File: src/rtl/frac_expand_if.sv
// Handshake bundle for the fraction expander.
// The upstream side drives num_i/den_i and the downstream side drains sixteenths_o/err_o.
// The "slave" modport is the expander's view of the bundle.
// The "master" modport is the view of whoever feeds and drains it.
interface frac_expand_if #(
  parameter int W = 5
);
  logic         in_valid;
  logic         in_ready;
  logic [W-1:0] num_i;
  logic [W-1:0] den_i;
  logic         out_valid;
  logic         out_ready;
  logic [W-1:0] sixteenths_o;
  logic         err_o;

  modport slave (
    input  in_valid, num_i, den_i, out_ready,
    output in_ready, out_valid, sixteenths_o, err_o
  );

  modport master (
    output in_valid, num_i, den_i, out_ready,
    input  in_ready, out_valid, sixteenths_o, err_o
  );
endinterface

File: src/rtl/frac_expand.sv
// frac_expand: re-expands a reduced fraction num/den (den a power of two) to a
// numerator over 2^(W-1). The numerator is shifted left once per cycle until
// the denominator reaches 2^(W-1). Illegal inputs complete immediately with err_o set.
module frac_expand #(
  parameter int W = 5
) (
  input  logic          clk,
  input  logic          rst,
  frac_expand_if.slave  bus
);

  typedef enum logic [1:0] {IDLE, SHIFT, DONE} state_t;

  localparam logic [W-1:0] ONE = W'(1);
  localparam logic [W-1:0] TOP = W'(W - 1);

  state_t       state;
  logic [W-1:0] acc;
  logic [W-1:0] cnt;

  logic [W-1:0] den_idx;
  logic [W-1:0] k_calc;
  logic         den_onehot;
  logic         in_err;

  // Decode the incoming denominator: bit position, shift count, and legality.
  always_comb begin
    den_idx = '0;
    for (int i = 0; i < W; i++) begin
      if (bus.den_i[i]) den_idx = W'(i);
    end
    k_calc     = TOP - den_idx;
    den_onehot = (bus.den_i != '0) && ((bus.den_i & (bus.den_i - ONE)) == '0);
    in_err     = !den_onehot || (bus.num_i > bus.den_i);
  end

  // Control FSM with registered handshake and result outputs.
  always_ff @(posedge clk) begin
    if (rst) begin
      state            <= IDLE;
      acc              <= '0;
      cnt              <= '0;
      bus.in_ready     <= 1'b1;
      bus.out_valid    <= 1'b0;
      bus.sixteenths_o <= '0;
      bus.err_o        <= 1'b0;
    end else begin
      case (state)
        IDLE: begin
          if (bus.in_valid && bus.in_ready) begin
            bus.in_ready <= 1'b0;
            bus.err_o    <= in_err;
            if (in_err) begin
              acc              <= '0;
              cnt              <= '0;
              bus.sixteenths_o <= '0;
              bus.out_valid    <= 1'b1;
              state            <= DONE;
            end else if (k_calc == '0) begin
              acc              <= bus.num_i;
              cnt              <= '0;
              bus.sixteenths_o <= bus.num_i;
              bus.out_valid    <= 1'b1;
              state            <= DONE;
            end else begin
              acc   <= bus.num_i;
              cnt   <= k_calc;
              state <= SHIFT;
            end
          end
        end
        SHIFT: begin
          acc <= acc << 1;
          cnt <= cnt - ONE;
          if (cnt == ONE) begin
            bus.sixteenths_o <= acc << 1;
            bus.out_valid    <= 1'b1;
            state            <= DONE;
          end
        end
        DONE: begin
          if (bus.out_valid && bus.out_ready) begin
            bus.out_valid <= 1'b0;
            bus.in_ready  <= 1'b1;
            state         <= IDLE;
          end
        end
        default: begin
          state <= IDLE;
        end
      endcase
    end
  end

endmodule

File: src/flat_wrapper.sv
// flat-port wrapper written by rule: the top's interface ports become plain ports
module frac_expand_flat 
#(
  parameter int W = 5
)
  (clk, rst, bus_in_valid, bus_num_i, bus_den_i, bus_out_ready, bus_in_ready, bus_out_valid, bus_sixteenths_o, bus_err_o);
  frac_expand_if #(.W(W)) bus_i ();
  input  logic clk;
  input  logic rst;
  input wire logic [$bits(bus_i.in_valid)-1:0] bus_in_valid;
  input wire logic [$bits(bus_i.num_i)-1:0] bus_num_i;
  input wire logic [$bits(bus_i.den_i)-1:0] bus_den_i;
  input wire logic [$bits(bus_i.out_ready)-1:0] bus_out_ready;
  output wire logic [$bits(bus_i.in_ready)-1:0] bus_in_ready;
  output wire logic [$bits(bus_i.out_valid)-1:0] bus_out_valid;
  output wire logic [$bits(bus_i.sixteenths_o)-1:0] bus_sixteenths_o;
  output wire logic [$bits(bus_i.err_o)-1:0] bus_err_o;
  assign bus_i.in_valid = bus_in_valid;
  assign bus_i.num_i = bus_num_i;
  assign bus_i.den_i = bus_den_i;
  assign bus_i.out_ready = bus_out_ready;
  assign bus_in_ready = bus_i.in_ready;
  assign bus_out_valid = bus_i.out_valid;
  assign bus_sixteenths_o = bus_i.sixteenths_o;
  assign bus_err_o = bus_i.err_o;
  frac_expand #(.W(W)) u_core (.clk(clk), .rst(rst), .bus(bus_i));
endmodule
File: config.mk
export PLATFORM = sky130hd
export DESIGN_NAME = frac_expand_flat
export DESIGN_NICKNAME = d
export VERILOG_FILES = /design/src/rtl/frac_expand_if.sv /design/src/rtl/frac_expand.sv /design/src/flat_wrapper.sv
export SDC_FILE = /design/constraint.sdc
export NUM_CORES = 1
export LEC_CHECK = 0
export CAP_MARGIN = 20
export CORE_MARGIN = 10
export CORE_UTILIZATION = 51
export CTS_CLUSTER_DIAMETER = 80
export DETAILED_ROUTE_END_ITERATION = 7
export PLACE_DENSITY = 0.78
export SLEW_MARGIN = 25
export SYNTH_ARGS = -nofsm -noshare
export SYNTH_HDL_FRONTEND = slang
export SYNTH_SLANG_ARGS = --single-unit
File: constraint.sdc
create_clock -name clk -period 2.9 [get_ports clk]
set_input_delay 0.58 -clock clk [delete_from_list [all_inputs] [get_ports clk]]
set_output_delay 0.58 -clock clk [all_outputs]
set_load 0.05 [all_outputs]
---- After elaboration in Yosys (flattened, before gate mapping) ----
Cells that the tools add are included.
word-level totals
  logic and storage cells ................. 68
  input bits .............................. 14
  RAM bits ................................ 0
  bits in registers ....................... 19
  latch bits .............................. 0
  bits in read-only memories .............. 0
  output and inout bits ................... 8
  memories ................................ 0
operators by class
  eq/ne operators ......................... 7
  div/mod/pow operators ................... 0
  magnitude comparators ................... 1
  add/subtract/negate cells ............... 3
  reductions and logical operators ........ 18
  muxes and demuxes ....................... 31
  bitwise gates (word level) .............. 1
  shifts and indexed selects .............. 0
  $mul .................................... 0
operator list
  cell                 count
  $mux 5               10
  $pmux 5 s2           2
  $logic_not 5->1      2
  $mux 2               5
  $sub 5x1->5 const B  2
  $mux 1               8
  $mux 4               2
  $pmux 4 s2           1
  $ne 2x1->1 const B   3
  $pmux 2 s3           1
  $reduce_and 3->1     2
  $and 5x5->5          1
  $eq 5x1->1 const B   1
  $gt 5x5->1           1
  $reduce_and 5->1     1
  $reduce_bool 5->1    1
  $sub 3x5->5 const A  1
  $reduce_and 2->1     2
  $reduce_and 4->1     1
  $reduce_bool 2->1    2
  $logic_and 1x1->1    3
  $ne 3x1->1 const B   1
  $pmux 1 s3           1
  $reduce_bool 3->1    1
  6 further kinds      6

---- Depth between registers and ports, before layout ----
  depth after elaboration ................. 10
  depth in mapped cells ................... 8
  gate-level depth less buffers ........... 7

---- Least setup slack after synthesis ----
No wires, ideal clock.
  kind .................................... input-to-reg
  from .................................... in bus_den_i[4]
  to ...................................... reg u_core.acc[0]
  library setup time ...................... 0.086 ns
  cell stages on the path ................. 8
  path buffers ............................ 1
  required time ........................... 2.814 ns
  data arrival time ....................... 2.164 ns
  slack ................................... 0.651 ns
  cell sequence ........................... inv_1 -> ha_1 -> a21oi_1 -> o21ai_0 -> o22ai_1 -> clkbuf_1 -> nand4_1 -> a211oi_1
between the ends
  cells in the longest elaborated chain, start to end .. 9
  elaborated cells on any way between the ends .. 11
  those cells by class .................... add/sub (1); order compare (1); mux (3); bitwise (1); reduce/logical (5)
ends and longest elaborated chain
  what                  RTL line            text
  from (decl)           flat_wrapper.sv:12  input wire logic [$bits(bus_i.den_i)-1:0] bus_den_i;
  $sub 5x1->5           frac_expand.sv:33   den_onehot = (bus.den_i != '0) && ((bus.den_i & (bus.den_i - ONE)) == '0);
  $and 5x5->5           frac_expand.sv:33
  $logic_not 5->1       frac_expand.sv:33
  $logic_and 1x1->1     frac_expand.sv:33
  $logic_not 1->1       frac_expand.sv:34   in_err = !den_onehot || (bus.num_i > bus.den_i);
  $logic_or 1x1->1 *    frac_expand.sv:34
  $mux 4 *              frac_expand.sv:53   if (in_err) begin
  $mux 4 *              frac_expand.sv:50   if (bus.in_valid && bus.in_ready) begin
  $pmux 4 s2 *          frac_expand.sv:48   case (state)
  to (signal assigned)  frac_expand.sv:60   acc <= bus.num_i;
  to (signal assigned)  frac_expand.sv:66   acc <= bus.num_i;
  to (signal assigned)  frac_expand.sv:73   acc <= acc << 1;
  to (decl)             frac_expand.sv:18   logic [W-1:0] acc;
Every way passes the cells marked *; elsewhere a longest branch is shown, timed or not. The select of a mux whose other input is x is not followed.
A chain may end at the register's enable or synchronous reset.

---- Worst setup path after layout ----
  from .................................... in bus_den_i[2]
  to ...................................... reg u_core.bus.sixteenths_o[2]
between the ends
  cells in the longest elaborated chain, start to end .. 9
  elaborated cells on any way between the ends .. 18
  those cells by class .................... add/sub (2); order compare (1); eq/ne (1); mux (6); bitwise (1); reduce/logical (7)
ends and longest elaborated chain
  what                  RTL line              text
  $sub 5x1->5           frac_expand.sv:33
  $and 5x5->5           frac_expand.sv:33
  $logic_not 5->1       frac_expand.sv:33
  $logic_and 1x1->1     frac_expand.sv:33
  $logic_not 1->1       frac_expand.sv:34
  $logic_or 1x1->1      frac_expand.sv:34
  $mux 5                frac_expand.sv:53
  $mux 5                frac_expand.sv:50
  $pmux 5 s2            frac_expand.sv:48
  to (signal assigned)  frac_expand.sv:62     bus.sixteenths_o <= bus.num_i;
  to (signal assigned)  frac_expand.sv:76     bus.sixteenths_o <= acc << 1;
  to (decl)             frac_expand_if.sv:19  output in_ready, out_valid, sixteenths_o, err_o
Several ways; a longest one is shown, not always the timed one. The select of a mux whose other input is x is not followed.

==> impl_metrics.py <==
metrics = {
    "setup_path": {
        "crit_type": "input pin to flip-flop",
        "critPathArrivalTime_ns": 2.66,
        "crit_fanout": 17,
        "cp.buffers_inverters": 3,
        "startpoint_type": "input pin",
        "crit_chain": "clkdlybuf4s50_1 > inv_1 > ha_1 > a21oi_1 > o21ai_0 > o22ai_1 > buf_12 > a41oi_1 > o41ai_1",
        "slowest_delay_ns": 0.57,
        "cp_top_family": "compound AO/OA/AOI/OAI gates",
        "cp.required_ns": 3.10,
        "crit_start": "bus_den_i[2]",
        "r2r_end": "u_core.bus.sixteenths_o[0]",
        "end_kind": "flip-flop",
        "endpoint": "u_core.bus.sixteenths_o[2]",
        "ff2ff_path_depth": 7,
        "cp_slowest_cell": "clkdlybuf4s50_1",
        "crit_cells": 9,
        "rrSetupSlack_ns": 0.79,
        "r2r_start": "u_core.cnt[1]",
    },
    "sta": {
        "setup_viol": 0,
        "hold_violations": 0,
        "fin_crit_sh": 0.851,
        "tns_ns": 0,
        "layout_min_cycle_time_ns": 2.47,
        "fmax_ghz": 0.405,
        "slew_headroom": 0.583,
        "fin_worst_skew_ns": 0.0110,
        "maxSlewViolCount": 0,
        "worst_slew_pin_slew_ns": 0.625,
        "whs_ns": 0.470,
        "rsz0062_at_grt": "no",
    },
    "synth": {
        "syn-cell-area_mm2": 0.00122,
        "syn_inst": 150,
        "synth_seq_cells": 19,
        "synth_edf_count": 0,
        "synthArstFlopShare": 0,
        "syn_avg_cell_area_um2": 8.15,
        "yosysWarningCount": 0,
        "syn-num-nets": 172,
        "ys_seq_area_frac": 0.311,
        "ys.flop_type": "dfxtp_1",
        "yosysUniqueCellTypes": 39,
    },
    "routing": {
        "drtIter0Drc": 99,
        "drt_wl_total_mm": 3.42,
        "antenna_left": 0,
        "vias": 1278,
        "post_drt_via_cell_ratio": 6.36,
        "drc_errors": 0,
        "dr.pass1.iters": 4,
        "wl_per_cell_um": 17.0,
    },
    "place": {
        "gp_congestion": 0.865,
        "place_hpwl_mm": 2.65,
        "port_buffers": 21,
        "placed_cell_area_mm2": 0.00149,
    },
    "die": {
        "die_x_um": 69.0,
        "num_rows": 17,
        "die_h_um": 69.0,
        "core_region_area_mm2": 0.00225,
        "die_area_mm2": 0.00476,
        "pin_count": 22,
        "initial_utilization": 0.542,
    },
    "cells_and_area": {
        "fin_nets": 196,
        "syn2layout_area_growth_pct": 24.2,
        "drive_gt1_frac": 0.0809,
        "antenna_cells": 0,
        "design_area_mm2": 0.00152,
    },
    "status": {
        "status": "finished, final reports clean",
    },
    "clocking": {
        "cts_hold_buffers": 0,
        "clk_latency_ns": 0.30,
        "cts_buffers": 3,
        "cts_tree": "built",
        "cts_setup_buffers": 0,
        "cts_max_level": 1,
        "clockBufferDepth": 2,
        "post_cts_resized": 0,
        "clkTransAtPathRegs_ns": 0.11,
        "cts.sinks": 19,
        "root_buffer": "clkbuf_4",
    },
    "pwr": {
        "powerDensity_mw_per_mm2": 408,
        "leakagePower_nw": 0.565,
        "report.power.total_mw": 0.619,
        "ir_drop_uv": 276,
    },
    "global_route": {
        "grt_pass1_vias": 1232,
        "antenna_found_initial": 0,
        "globalRouteOverflowTotal": 0,
        "grt_use_total": 0.155,
        "grt_pass1_wl_mm": 5.82,
        "grt_max_degree": 18,
    },
    "worst_hold_path": {
        "hold_depth": 2,
        "hold_path_class": "flip-flop to flip-flop",
    },
    "job": {
        "max-cap-violations": 0,
    },
}
==> synth_stat cells (all sizes together) (4+ instances only) <==
master	n	area (um2)
ha	8	100
clkbuf	6	22.5
and2	4	25.0
dfxtp	19	380
nor2b	9	56.3
nor3	7	35.0
a31oi	8	50.1
nand2	14	52.6
a211oi	5	50.1
nor2	9	33.8
o21ai	6	30.0
a21oi	8	43.8
inv	12	45.0
nand3	4	20.0
==> stage by stage <==
| stage | util | setup slack [ns] | instances |
|---|---|---|---|
| after floorplan | - | 0.651 | 150 |
| after global placement | 0.661 | 0.224 | 197 |
| after detailed placement | 0.661 | 0.188 | 197 |
| after CTS | 0.673 | 0.490 | 201 |
| after global routing | 0.673 | 0.331 | 201 |
| final | 0.673 | 0.432 | 201 |
==> worst min-delay path: cells and delay by family, from the launching register on <==
family,cells,cell delay [ns]
compound gates,1,0.06
flops,1,0.32
simple gates,1,0.05
==> worst min-delay path by stage <==
stage	startpoint	end	slack [ns]
2_1_floorplan	u_core.acc[0]	u_core.acc[0]	0.44
3_3_place_gp	u_core.bus.sixteenths_o[0]	u_core.bus.sixteenths_o[0]	0.45
3_5_place_dp	u_core.acc[0]	u_core.acc[0]	0.45
4_1_cts	u_core.acc[0]	u_core.acc[0]	0.47
5_1_grt	u_core.acc[0]	u_core.acc[0]	0.51
6_report	u_core.acc[0]	u_core.acc[0]	0.47
==> cell usage in the layout, fill, tap and decap left out, types with 2 or more instances in the layout <==
master            n
a211oi_1          4
a21oi_1           7
a311oi_1          2
a31oi_1           8
a41oi_1           3
and2_1            4
buf_4             4
clkbuf_4          3
clkdlybuf4s50_1  21
dfxtp_1          19
ha_1              8
inv_1            12
nand2_1          14
nand3_1           4
nand4_1           3
nor2_1            9
nor2b_1           9
nor3_1            7
o21ai_0           5
o221a_1           2
o22ai_1           2
o41ai_1           3
==> kinds of logic after synthesis <==
kind of cell,after synthesis,share of synthesized area
simple gates,58,0.255
buf+inv,19,0.0594
fa+ha+maj,8,0.0819
compound gates,44,0.277
mux,1,0.00819
xor+xnor,1,0.00717
flops,19,0.311
==> registers in the layout, summed over array words and instances, names as in the netlist <==
| name | flops |
|---|---|
| u_core.state | 2 |
| u_core.bus.err_o | 1 |
| u_core.bus.in_ready | 1 |
| u_core.bus.sixteenths_o | 5 |
| u_core.bus.out_valid | 1 |
| u_core.acc | 4 |
| u_core.cnt | 5 |
==> cell type report <==
| cell class | count | area [um2] |
|---|---|---|
| Multi-Input combinational cell | 112 | 769 |
| Inverter | 12 | 45.0 |
| Fill cell | 207 | 737 |
| Clock inverter | 1 | 5.00 |
| Clock buffer | 3 | 22.5 |
| Tap cell | 28 | 35.0 |
| Sequential cell | 19 | 380 |
| Timing Repair Buffer | 26 | 260 |
==> where the power goes <==
group | internal, mW | switching [mW] | total, mW
registers | 0.277 | 0.0182 | 0.295
clock network | 0.0514 | 0.0875 | 0.139
logic | 0.0771 | 0.108 | 0.185
==> layer usage <==
layer	share of wire	track usage	vias to the layer above	wire length [um]
li1	-	-	608	-
met1	0.41	0.196	603	1390
met2	0.48	0.255	59	1630
met3	0.091	0.0322	8	311
met4	0.024	0.0542	0	81
met5	0	0	-	0
No activity file was read; power rests on OpenSTA's default activity.
